<file path="src/rtl/float_adder_pipe.sv">
// Three-stage pipelined IEEE-754 style adder/subtractor with flush-to-zero and a shared stall.
// Define FADD_ROUND_NEAREST_EN for round-to-nearest-even; otherwise results truncate toward zero.
module float_adder_pipe #(
    parameter int EXP_W = 8,
    parameter int MAN_W = 23
) (
    input  logic                     clk,
    input  logic                     rst_n,
    input  logic                     in_valid,
    output logic                     in_ready,
    input  logic                     op,
    input  logic [EXP_W+MAN_W:0]     A,
    input  logic [EXP_W+MAN_W:0]     B,
    output logic                     out_valid,
    input  logic                     out_ready,
    output logic [EXP_W+MAN_W:0]     out,
    output logic                     NaN_flag,
    output logic                     overflow_flag
);
    localparam int W   = 1 + EXP_W + MAN_W;
    localparam int SIG = MAN_W + 1;
    localparam int EXT = MAN_W + 4;
    localparam int XW  = EXP_W + 2;
    localparam int unsigned SHIFT_LIM = MAN_W + 3;
    localparam logic [EXP_W-1:0] EXP_ONES = '1;

    logic adv;
    assign adv      = !out_valid || out_ready;
    assign in_ready = adv;

    // ---------------- S1: unpack, classify, compare, align ----------------
    logic             a_sign, b_sign;
    logic [EXP_W-1:0] a_exp, b_exp;
    logic [MAN_W-1:0] a_man, b_man;
    logic             a_nan, b_nan, a_inf, b_inf, a_ge_b;
    logic             big_sign;
    logic [EXP_W-1:0] big_exp, small_exp, diff;
    logic [SIG-1:0]   big_sig, small_sig;
    logic [EXT-1:0]   small_ext, lost, aligned;

    always_comb begin
        a_sign = A[W-1];
        b_sign = B[W-1] ^ op;
        a_exp  = A[W-2:MAN_W];
        b_exp  = B[W-2:MAN_W];
        a_man  = (a_exp == '0) ? '0 : A[MAN_W-1:0];
        b_man  = (b_exp == '0) ? '0 : B[MAN_W-1:0];
        a_nan  = (a_exp == EXP_ONES) && (a_man != '0);
        b_nan  = (b_exp == EXP_ONES) && (b_man != '0);
        a_inf  = (a_exp == EXP_ONES) && (a_man == '0);
        b_inf  = (b_exp == EXP_ONES) && (b_man == '0);
        a_ge_b = {a_exp, a_man} >= {b_exp, b_man};

        big_sign  = a_ge_b ? a_sign : b_sign;
        big_exp   = a_ge_b ? a_exp : b_exp;
        small_exp = a_ge_b ? b_exp : a_exp;
        big_sig   = a_ge_b ? {a_exp != '0, a_man} : {b_exp != '0, b_man};
        small_sig = a_ge_b ? {b_exp != '0, b_man} : {a_exp != '0, a_man};

        diff      = big_exp - small_exp;
        small_ext = {small_sig, 3'b000};
        lost      = small_ext & ~({EXT{1'b1}} << diff);
        aligned   = (small_ext >> diff) | {{(EXT-1){1'b0}}, |lost};
        if (32'(diff) >= SHIFT_LIM)
            aligned = {{(EXT-1){1'b0}}, |small_sig};
    end

    logic             s1_valid_reg, s1_sign_reg, s1_sub_reg;
    logic             s1_nan_reg, s1_inf_reg, s1_inf_sign_reg;
    logic [EXP_W-1:0] s1_exp_reg;
    logic [SIG-1:0]   s1_big_reg;
    logic [EXT-1:0]   s1_small_reg;

    // ---------------- S2: significand add / subtract ----------------
    // The big operand has the larger magnitude, so subtraction never goes negative.
    logic [EXT:0] sum;
    assign sum = s1_sub_reg ? ({1'b0, s1_big_reg, 3'b000} - {1'b0, s1_small_reg})
                            : ({1'b0, s1_big_reg, 3'b000} + {1'b0, s1_small_reg});

    logic             s2_valid_reg, s2_sign_reg, s2_sub_reg;
    logic             s2_nan_reg, s2_inf_reg, s2_inf_sign_reg;
    logic [EXP_W-1:0] s2_exp_reg;
    logic [EXT:0]     s2_sum_reg;

    // ---------------- S3: normalise, round, pack, special select ----------------
    int                      lz;
    logic [EXT-1:0]          norm;
    logic signed [XW-1:0]    exp_base, exp_n, exp_f;
    logic                    round_up;
    logic [SIG:0]            rounded;
    logic [MAN_W-1:0]        man_f;
    logic [W-1:0]            res;
    logic                    res_nan, res_ovf;

`ifndef FADD_ROUND_NEAREST_EN
    logic grs_unused;
    assign grs_unused = ^norm[2:0];
`endif

    always_comb begin
        lz = EXT;
        for (int i = 0; i < EXT; i++)
            if (s2_sum_reg[i]) lz = EXT - 1 - i;

        exp_base = $signed({2'b00, s2_exp_reg});
        if (s2_sum_reg[EXT]) begin
            norm  = {s2_sum_reg[EXT:2], s2_sum_reg[1] | s2_sum_reg[0]};
            exp_n = exp_base + XW'(1);
        end else begin
            norm  = s2_sum_reg[EXT-1:0] << lz;
            exp_n = exp_base - XW'(lz);
        end

`ifdef FADD_ROUND_NEAREST_EN
        round_up = norm[2] & (norm[1] | norm[0] | norm[3]);
`else
        round_up = 1'b0;
`endif
        rounded = {1'b0, norm[EXT-1:3]} + {{SIG{1'b0}}, round_up};
        if (rounded[SIG]) begin
            man_f = rounded[SIG-1:1];
            exp_f = exp_n + XW'(1);
        end else begin
            man_f = rounded[MAN_W-1:0];
            exp_f = exp_n;
        end

        res_nan = 1'b0;
        res_ovf = 1'b0;
        if (s2_nan_reg) begin
            res     = {1'b0, EXP_ONES, 1'b1, {(MAN_W-1){1'b0}}};
            res_nan = 1'b1;
        end else if (s2_inf_reg) begin
            res = {s2_inf_sign_reg, EXP_ONES, {MAN_W{1'b0}}};
        end else if (s2_sum_reg == '0) begin
            // Exact cancellation is +0; same-sign zeros keep their sign.
            res = {s2_sign_reg & !s2_sub_reg, {(W-1){1'b0}}};
        end else if (exp_n <= 0) begin
            res = {s2_sign_reg, {(W-1){1'b0}}};
        end else if (exp_f >= $signed({2'b00, EXP_ONES})) begin
            res     = {s2_sign_reg, EXP_ONES, {MAN_W{1'b0}}};
            res_ovf = 1'b1;
        end else begin
            res = {s2_sign_reg, exp_f[EXP_W-1:0], man_f};
        end
    end

    logic [W-1:0] out_reg;
    logic         out_valid_reg, nan_reg, ovf_reg;

    always_ff @(posedge clk or negedge rst_n) begin
        if (!rst_n) begin
            s1_valid_reg    <= 1'b0;
            s1_sign_reg     <= 1'b0;
            s1_sub_reg      <= 1'b0;
            s1_nan_reg      <= 1'b0;
            s1_inf_reg      <= 1'b0;
            s1_inf_sign_reg <= 1'b0;
            s1_exp_reg      <= '0;
            s1_big_reg      <= '0;
            s1_small_reg    <= '0;
            s2_valid_reg    <= 1'b0;
            s2_sign_reg     <= 1'b0;
            s2_sub_reg      <= 1'b0;
            s2_nan_reg      <= 1'b0;
            s2_inf_reg      <= 1'b0;
            s2_inf_sign_reg <= 1'b0;
            s2_exp_reg      <= '0;
            s2_sum_reg      <= '0;
            out_valid_reg   <= 1'b0;
            out_reg         <= '0;
            nan_reg         <= 1'b0;
            ovf_reg         <= 1'b0;
        end else if (adv) begin
            s1_valid_reg    <= in_valid;
            s1_sign_reg     <= big_sign;
            s1_sub_reg      <= a_sign ^ b_sign;
            s1_nan_reg      <= a_nan | b_nan | (a_inf & b_inf & (a_sign ^ b_sign));
            s1_inf_reg      <= a_inf | b_inf;
            s1_inf_sign_reg <= a_inf ? a_sign : b_sign;
            s1_exp_reg      <= big_exp;
            s1_big_reg      <= big_sig;
            s1_small_reg    <= aligned;
            s2_valid_reg    <= s1_valid_reg;
            s2_sign_reg     <= s1_sign_reg;
            s2_sub_reg      <= s1_sub_reg;
            s2_nan_reg      <= s1_nan_reg;
            s2_inf_reg      <= s1_inf_reg;
            s2_inf_sign_reg <= s1_inf_sign_reg;
            s2_exp_reg      <= s1_exp_reg;
            s2_sum_reg      <= sum;
            out_valid_reg   <= s2_valid_reg;
            out_reg         <= res;
            nan_reg         <= s2_valid_reg & res_nan;
            ovf_reg         <= s2_valid_reg & res_ovf;
        end
    end

    assign out_valid     = out_valid_reg;
    assign out           = out_reg;
    assign NaN_flag      = nan_reg;
    assign overflow_flag = ovf_reg;
endmodule

</file>
<file path="config.mk">
export PLATFORM = sky130hd
export DESIGN_NAME = float_adder_pipe
export DESIGN_NICKNAME = d
export VERILOG_FILES = /design/src/rtl/float_adder_pipe.sv
export SDC_FILE = /design/constraint.sdc
export NUM_CORES = 1
export LEC_CHECK = 0
export CAP_MARGIN = 10
export CORE_MARGIN = 4
export CORE_UTILIZATION = 55
export CTS_CLUSTER_SIZE = 12
export DETAILED_ROUTE_END_ITERATION = 7
export PLACE_DENSITY = 0.86
export SYNTH_ARGS = -nofsm -noshare
export SYNTH_HDL_FRONTEND = slang
export SYNTH_SLANG_ARGS = --single-unit
</file>
<file path="constraint.sdc">
create_clock -name clk -period 5.85 [get_ports clk]
set_clock_uncertainty 0.2 [all_clocks]
set_input_delay 0.8775 -clock clk [delete_from_list [all_inputs] [get_ports clk]]
set_output_delay 0.8775 -clock clk [all_outputs]
set_load 0.01 [all_outputs]
</file>
Yosys cells after proc, flatten, opt, wreduce, memory -nomap -nowiden. Cells that the tools add are included.

Multiplexer cells: 50. Shift-type cells: 3. $add $sub $neg: 5. Bitwise logic cells: 14. Equal/unequal tests: 2. Magnitude comparators: 4. Reduce and logical (&&, ||, !) cells: 18.

Operators by type and width (count): 32-bit 2-to-1 mux (29); 31-bit 2-to-1 mux (2); 24-bit 2-to-1 mux (2); 23-bit logical NOT (2); 23-bit 2-to-1 mux (2); 23-bit nonzero test (2); 27-bit by 32-bit << shifter with 26-bit output (1); 31-bit greater-or-equal comparator (1); 27-bit by 27-bit adder with 28-bit output (1); 28-bit logical NOT (1); 28-bit 2-to-1 mux (1); 27-bit by 27-bit subtractor with 28-bit output (1); 27-bit bitwise AND (1); 27-bit 2-to-1 mux (1); 27-bit inverter (1); 27-bit by 1-bit bitwise OR with 27-bit output (1); 27-bit OR reduction (1); 27-bit by 8-bit << shifter with 27-bit output, first input constant (1); 27-bit by 8-bit right shift with 27-bit output (1); 26-bit 2-to-1 mux (1); 24-bit OR reduction (1); 8-bit equality test, second input constant (2); 8-bit logical NOT (2); 8-bit 2-to-1 mux (2); 15 further kinds (36).

Word-level logic and storage cells: 117. Bits in registers: 142.

Logic depth before layout (Yosys ltp).
Word-level depth: 36. Mapped depth: 28. Mapped depth without buffers: 26.

Worst setup path after synthesis. No wires, ideal clock.

Path kind: in2reg. Start: input B[27]. End: register s1_small_reg[0]. Setup slack: -3 ps. Arrival: 5519 ps. Library setup time: 134 ps. Stages: 24. Data required time: 5516 ps. Cell sequence: nor4_1 -> nand2_1 -> clkbuf_1 -> buf_1 -> buf_1 -> nand2_1 -> ha_1 -> o211ai_1 -> a21oi_1 -> o41ai_2 -> a21oi_2 -> or3_4 -> a21oi_1 -> ha_1 -> buf_2 -> a211o_1 -> a32o_1 -> nand2_1 -> a21oi_1 -> a311oi_1 -> o2111ai_1 -> a2111o_1 -> a221oi_2 -> a21oi_1.

Cells in the longest elaborated chain, start to end: 11. Elaborated cells between the ends (all ways): 17. Those cells by class: add/sub: 1; order compare: 2; shift: 2; mux: 5; bitwise: 3; reduce/logical: 4.

Ends and longest elaborated chain: start: declaration (line 13) `input logic [EXP_W+MAN_W:0] B,`; 8-bit logical NOT (line 47) `b_man = (b_exp == '0) ? '0 : B[MAN_W-1:0];`; 23-bit 2-to-1 mux (line 47); 31-bit greater-or-equal comparator (line 52) `a_ge_b = {a_exp, a_man} >= {b_exp, b_man};`; 8-bit 2-to-1 mux, on equally long branches (line 55, 56); 8-bit subtractor (line 60) `diff = big_exp - small_exp;`; 27-bit by 8-bit << shifter with 27-bit output (line 62) `lost = small_ext & ~({EXT{1'b1}} << diff);`; 27-bit inverter (line 62); 27-bit bitwise AND (line 62); 27-bit OR reduction (line 63) `aligned = (small_ext >> diff) | {{(EXT-1){1'b0}}, |lost};`; 27-bit by 1-bit bitwise OR with 27-bit output (line 63); 27-bit 2-to-1 mux (*) (line 64) `if (32'(diff) >= SHIFT_LIM)`; end signal: assignment (line 183) `s1_small_reg <= aligned;`; end: declaration (line 72) `logic [EXT-1:0] s1_small_reg;`.

Every way passes the cells marked *; elsewhere a longest branch is shown, timed or not. A chain may end at the register's enable or synchronous reset.

Worst setup path in the final report.
Start: input A[29]. End: register s1_small_reg[0].

Cells in the longest elaborated chain, start to end: 11. Elaborated cells between the ends (all ways): 17. Those cells by class: add/sub: 1; order compare: 2; shift: 2; mux: 5; bitwise: 3; reduce/logical: 4.

Ends and longest elaborated chain: start: declaration (line 12) `input logic [EXP_W+MAN_W:0] A,`; 8-bit logical NOT (line 46) `a_man = (a_exp == '0) ? '0 : A[MAN_W-1:0];`; 23-bit 2-to-1 mux (line 46); 31-bit greater-or-equal comparator (line 52); 8-bit 2-to-1 mux, on equally long branches (line 55, 56); 8-bit subtractor (line 60); 27-bit by 8-bit << shifter with 27-bit output (line 62); 27-bit inverter (line 62); 27-bit bitwise AND (line 62); 27-bit OR reduction (line 63); 27-bit by 1-bit bitwise OR with 27-bit output (line 63); 27-bit 2-to-1 mux (*) (line 64).

Marked as above.

==> metrics.md <==
| Metric | Value |
|---|---|
| Worst skew pair latency | `430 ps` |
| Routed Antenna Nets | `0` |
| Leak | `8.204 nW` |
| Yosys top cell area share | `26.63%` |
| Seq cells post-synth | `142` |
| Final wirelength | `51,460 um` |
| CTS tree | `built` |
| PortBufs | `~100` |
| Via count | `around 15k` |
| Synth Cell Area | `13,340 um^2` |
| Ys flop type | `dfrtp_1` |
| CTS Sinks | `142` |
| Max Slew Vio Count | `0` |
| Hold Fails Final Rpt | `0` |
| Vias per cell | `6.403` |
| Antenna violations before repair | `1` |
| Top Family by Delay on Critical Path | `compound AO/OA/AOI/OAI gates` |
| Place WS | `-950.1 ps` |
| Post-synth EDFFs | `0` |
| GRT Total Usage | `37.46%` |
| Max reg flops | `32` |
| Synth Instances | `1,742` |
| Initial Utilization | `56.33%` |
| Ordered cell list for the critical path | `clkdlybuf4s15_1 -> nor4_4 -> nand2_1 -> buf_6 -> buf_12 -> nand2_1 -> inv_1 -> ha_1 -> or3_1 -> o211ai_1 -> o221ai_2 -> or3_4 -> a21oi_4 -> ha_4 -> a311oi_4 -> o21a_2 -> buf_6 -> o32a_1 -> buf_4 -> a21o_4 -> buf_4 -> a2111o_1 -> a221oi_2 -> a21oi_1` |
| Final Wtd Congestion | `approximately 1.1` |
| Post-DP HPWL | `39,300 um` |
| Crit start category | `input pin` |
| Drt wl/cell | `approximately 22 um` |
| Most frequent cell after synthesis | `nand2_1` |
| Outcome | `complete, no violations` |
| Largest fanout on the critical path | `9` |
| Min Tclk post-route | `roughly 5800 ps` |
| Grt total ovfl | `0` |
| Placed cell count | `2,316` |
| Worst hold slack | `272.9 ps` |
| Most frequent cells after synthesis | `nand2_1, nor2_1, dfrtp_1` |
| CP required | `around 6000 ps` |
| Antenna diodes | `0` |
| Slowest CP cell | `or3_4` |
| Sequential fraction of the synthesis area | `26.63%` |
| Final worst path period share | `98.75%` |
| Slew at the pin closest to its max-slew limit | `1005 ps` |
| Core Util, Final | `around three quarters` |
| Synth cell types | `89` |
| Fin cells | `2,364` |
| Yosys warnings | `0` |
| Largest net degree at the start of global routing | `102` |
| Clk slew on worst S/H paths | `70 ps` |
| First-pass GRT wire length | `79,580 um` |
| DR pass1 iterations | `6` |
| Largest area contributor in the netlist | `dfrtp_1` |
| Pwr Density | `386.4 nW/um^2` |
| Max Freq | `173.1 MHz` |
| FP Rows | `56` |
| Async SR Flop Fraction | `100.0%` |
| Mean Syn Cell Area | `7.659 um^2` |
| Share of cells above drive strength 1 | `about a fifth` |
| Post-route cell area | `between 15,000 and 20,000 um^2` |
| WP buf/inv | `7` |
| Drc violations | `0` |
| CP Capture Type | `flip-flop` |
| Initial DRC count | `between 1.5k and 2k` |
| IO Pins | `105` |
| Syn_nets | `1,900` |
| H-tree depth | `4` |
| Total CTS buffers | `17` |
| Setup ws final | `73.10 ps` |
| Longest Clk Path Bufs | `2` |
| Max cap viols | `0` |
| Core ar. | `23,680 um^2` |
| Post-place instance area | `16,350 um^2` |
| Worst Hold Class | `flip-flop to flip-flop` |
| Vias in the first global route | `between 10k and 15k` |
| Overall die width | `163.7 um` |
| DIE AREA | `between 20,000 and 30,000 um^2` |
| Layout area overhead | `32.09%` |
| CP max stage delay | `around 440 ps` |
| Setup violations, final | `0` |
| Die height | `163.7 um` |
| NumNets Final | `roughly 2.2k` |
| Top cells by area, synth | `dfrtp_1, ha_1, nand2_1, mux2i_1, o21ai_0` |
| Kind of critical path | `input pin to flip-flop` |
| Root buf cell | `clkbuf_16` |
| Critical Path AT | `5870 ps` |
| Relative slew slack | `33.02%` |
| Peak supply drop | `299.5 uV` |
## layer usage
metal | vias up | wire length [um] | GRT usage, % | share of wire, %
met4 | 0 | 2802 | 18.03 | 5.4
met1 | 7130 | 20120 | 48.61 | 39
met5 | - | 0 | 0 | 0
met3 | 200 | 4739 | 5.721 | 9.2
met2 | 937 | 23800 | 61.41 | 46
li1 | 6870 | - | - | -
## stage by stage
step                total power [W]  TNS, ps
floorplan                  0.003968        0
global placement           0.005368   -17650
detailed placement         0.005459   -19460
CTS                        0.006625        0
global route               0.007175   -223.9
finish                     0.006810        0
## cell usage in the layout, fill, tap and decap left out, types with 25 or more instances in the layout
master / instances
dfrtp_1: 142
buf_4: 257
a31oi_1: 37
ha_1: 75
nor3_1: 40
a21oi_1: 95
o22ai_1: 25
o21ai_0: 127
nand2_1: 259
nand3_1: 31
inv_1: 109
clkdlybuf4s50_1: 87
mux2i_1: 92
nor2_1: 164
## final timing paths
| kind | depth (start not counted) | from | slack [ps] | end |
|---|---|---|---|---|
| worst max-delay path | 24 | A[29] | 70 | s1_small_reg[0]$_DFFE_PN0P_ |
| worst min-delay path | 2 | s1_exp_reg[5]$_DFFE_PN0P_ | 270 | s2_exp_reg[5]$_DFFE_PN0P_ |
| worst max register to register | 27 | s2_sum_reg[0]$_DFFE_PN0P_ | 420 | out[21]$_DFFE_PN0P_ |
| worst min register to register | 2 | s1_exp_reg[5]$_DFFE_PN0P_ | 270 | s2_exp_reg[5]$_DFFE_PN0P_ |
| max in group asynchronous | 2 | rst_n | 3980 | s1_big_reg[2]$_DFFE_PN0P_ |
| min in group asynchronous | 1 | rst_n | 320 | out[6]$_DFFE_PN0P_ |
## what timing repair did
action | CTS | global route
buffers inserted | 9 | 7
gates resized for setup | 52 | 66
gates cloned | 1 | 0
pin swaps | 23 | 38
endpoints found under the setup margin | 27 | 30
hold buffers | 0 | 0
## power breakdown
| part | switching (W) | internal [W] |
|---|---|---|
| combinational | 0.00229 | 0.00170 |
| clock | 0.000484 | 0.000611 |
| sequential | 0.000427 | 0.00130 |
## area by class of cell
| type | count | area [um^2] |
|---|---|---|
| Multi-Input combinational cell | 1378 | 9389 |
| Fill cell | 1826 | 6060 |
| Sequential cell | 142 | 3553 |
| Timing Repair Buffer | 378 | 3263 |
| Clock buffer | 18 | 439.2 |
| Inverter | 115 | 434.2 |
| Tap cell | 319 | 399.1 |
| Clock inverter | 14 | 145.1 |
## worst reg2reg max path, stage by stage, from the launching register on
cell and delay [ps]:
dfrtp_1 490, a21oi_1 120, o21bai_1 130, a21oi_1 80, o21bai_1 140, a21oi_1 80, o41a_1 330, a2111oi_1 450
buf_4 200, o21a_1 140, inv_1 50, ha_1 160, inv_1 80, fa_1 210, a21o_1 120, a21oi_1 80
o21ai_0 250, nand2b_1 110, xor2_1 180, nor2_1 120, nand4_1 110, o31ai_1 340, nor4b_2 90, buf_4 240
and3_1 200, a2111oi_0 370, a2bb2oi_1 150, o21a_1 120
## kinds of logic (layout without fill, tap and decap cells)
family / Yosys count / in the layout / synth area share, %
buf+inv: 222 / 525 / 6.602
compound gates: 513 / 513 / 25.61
mux: 113 / 113 / 9.153
fa+ha+maj: 90 / 90 / 8.534
xor+xnor: 39 / 39 / 2.729
flops: 142 / 142 / 26.63
simple gates: 623 / 623 / 20.74
Power figures use the tool's default switching activity.
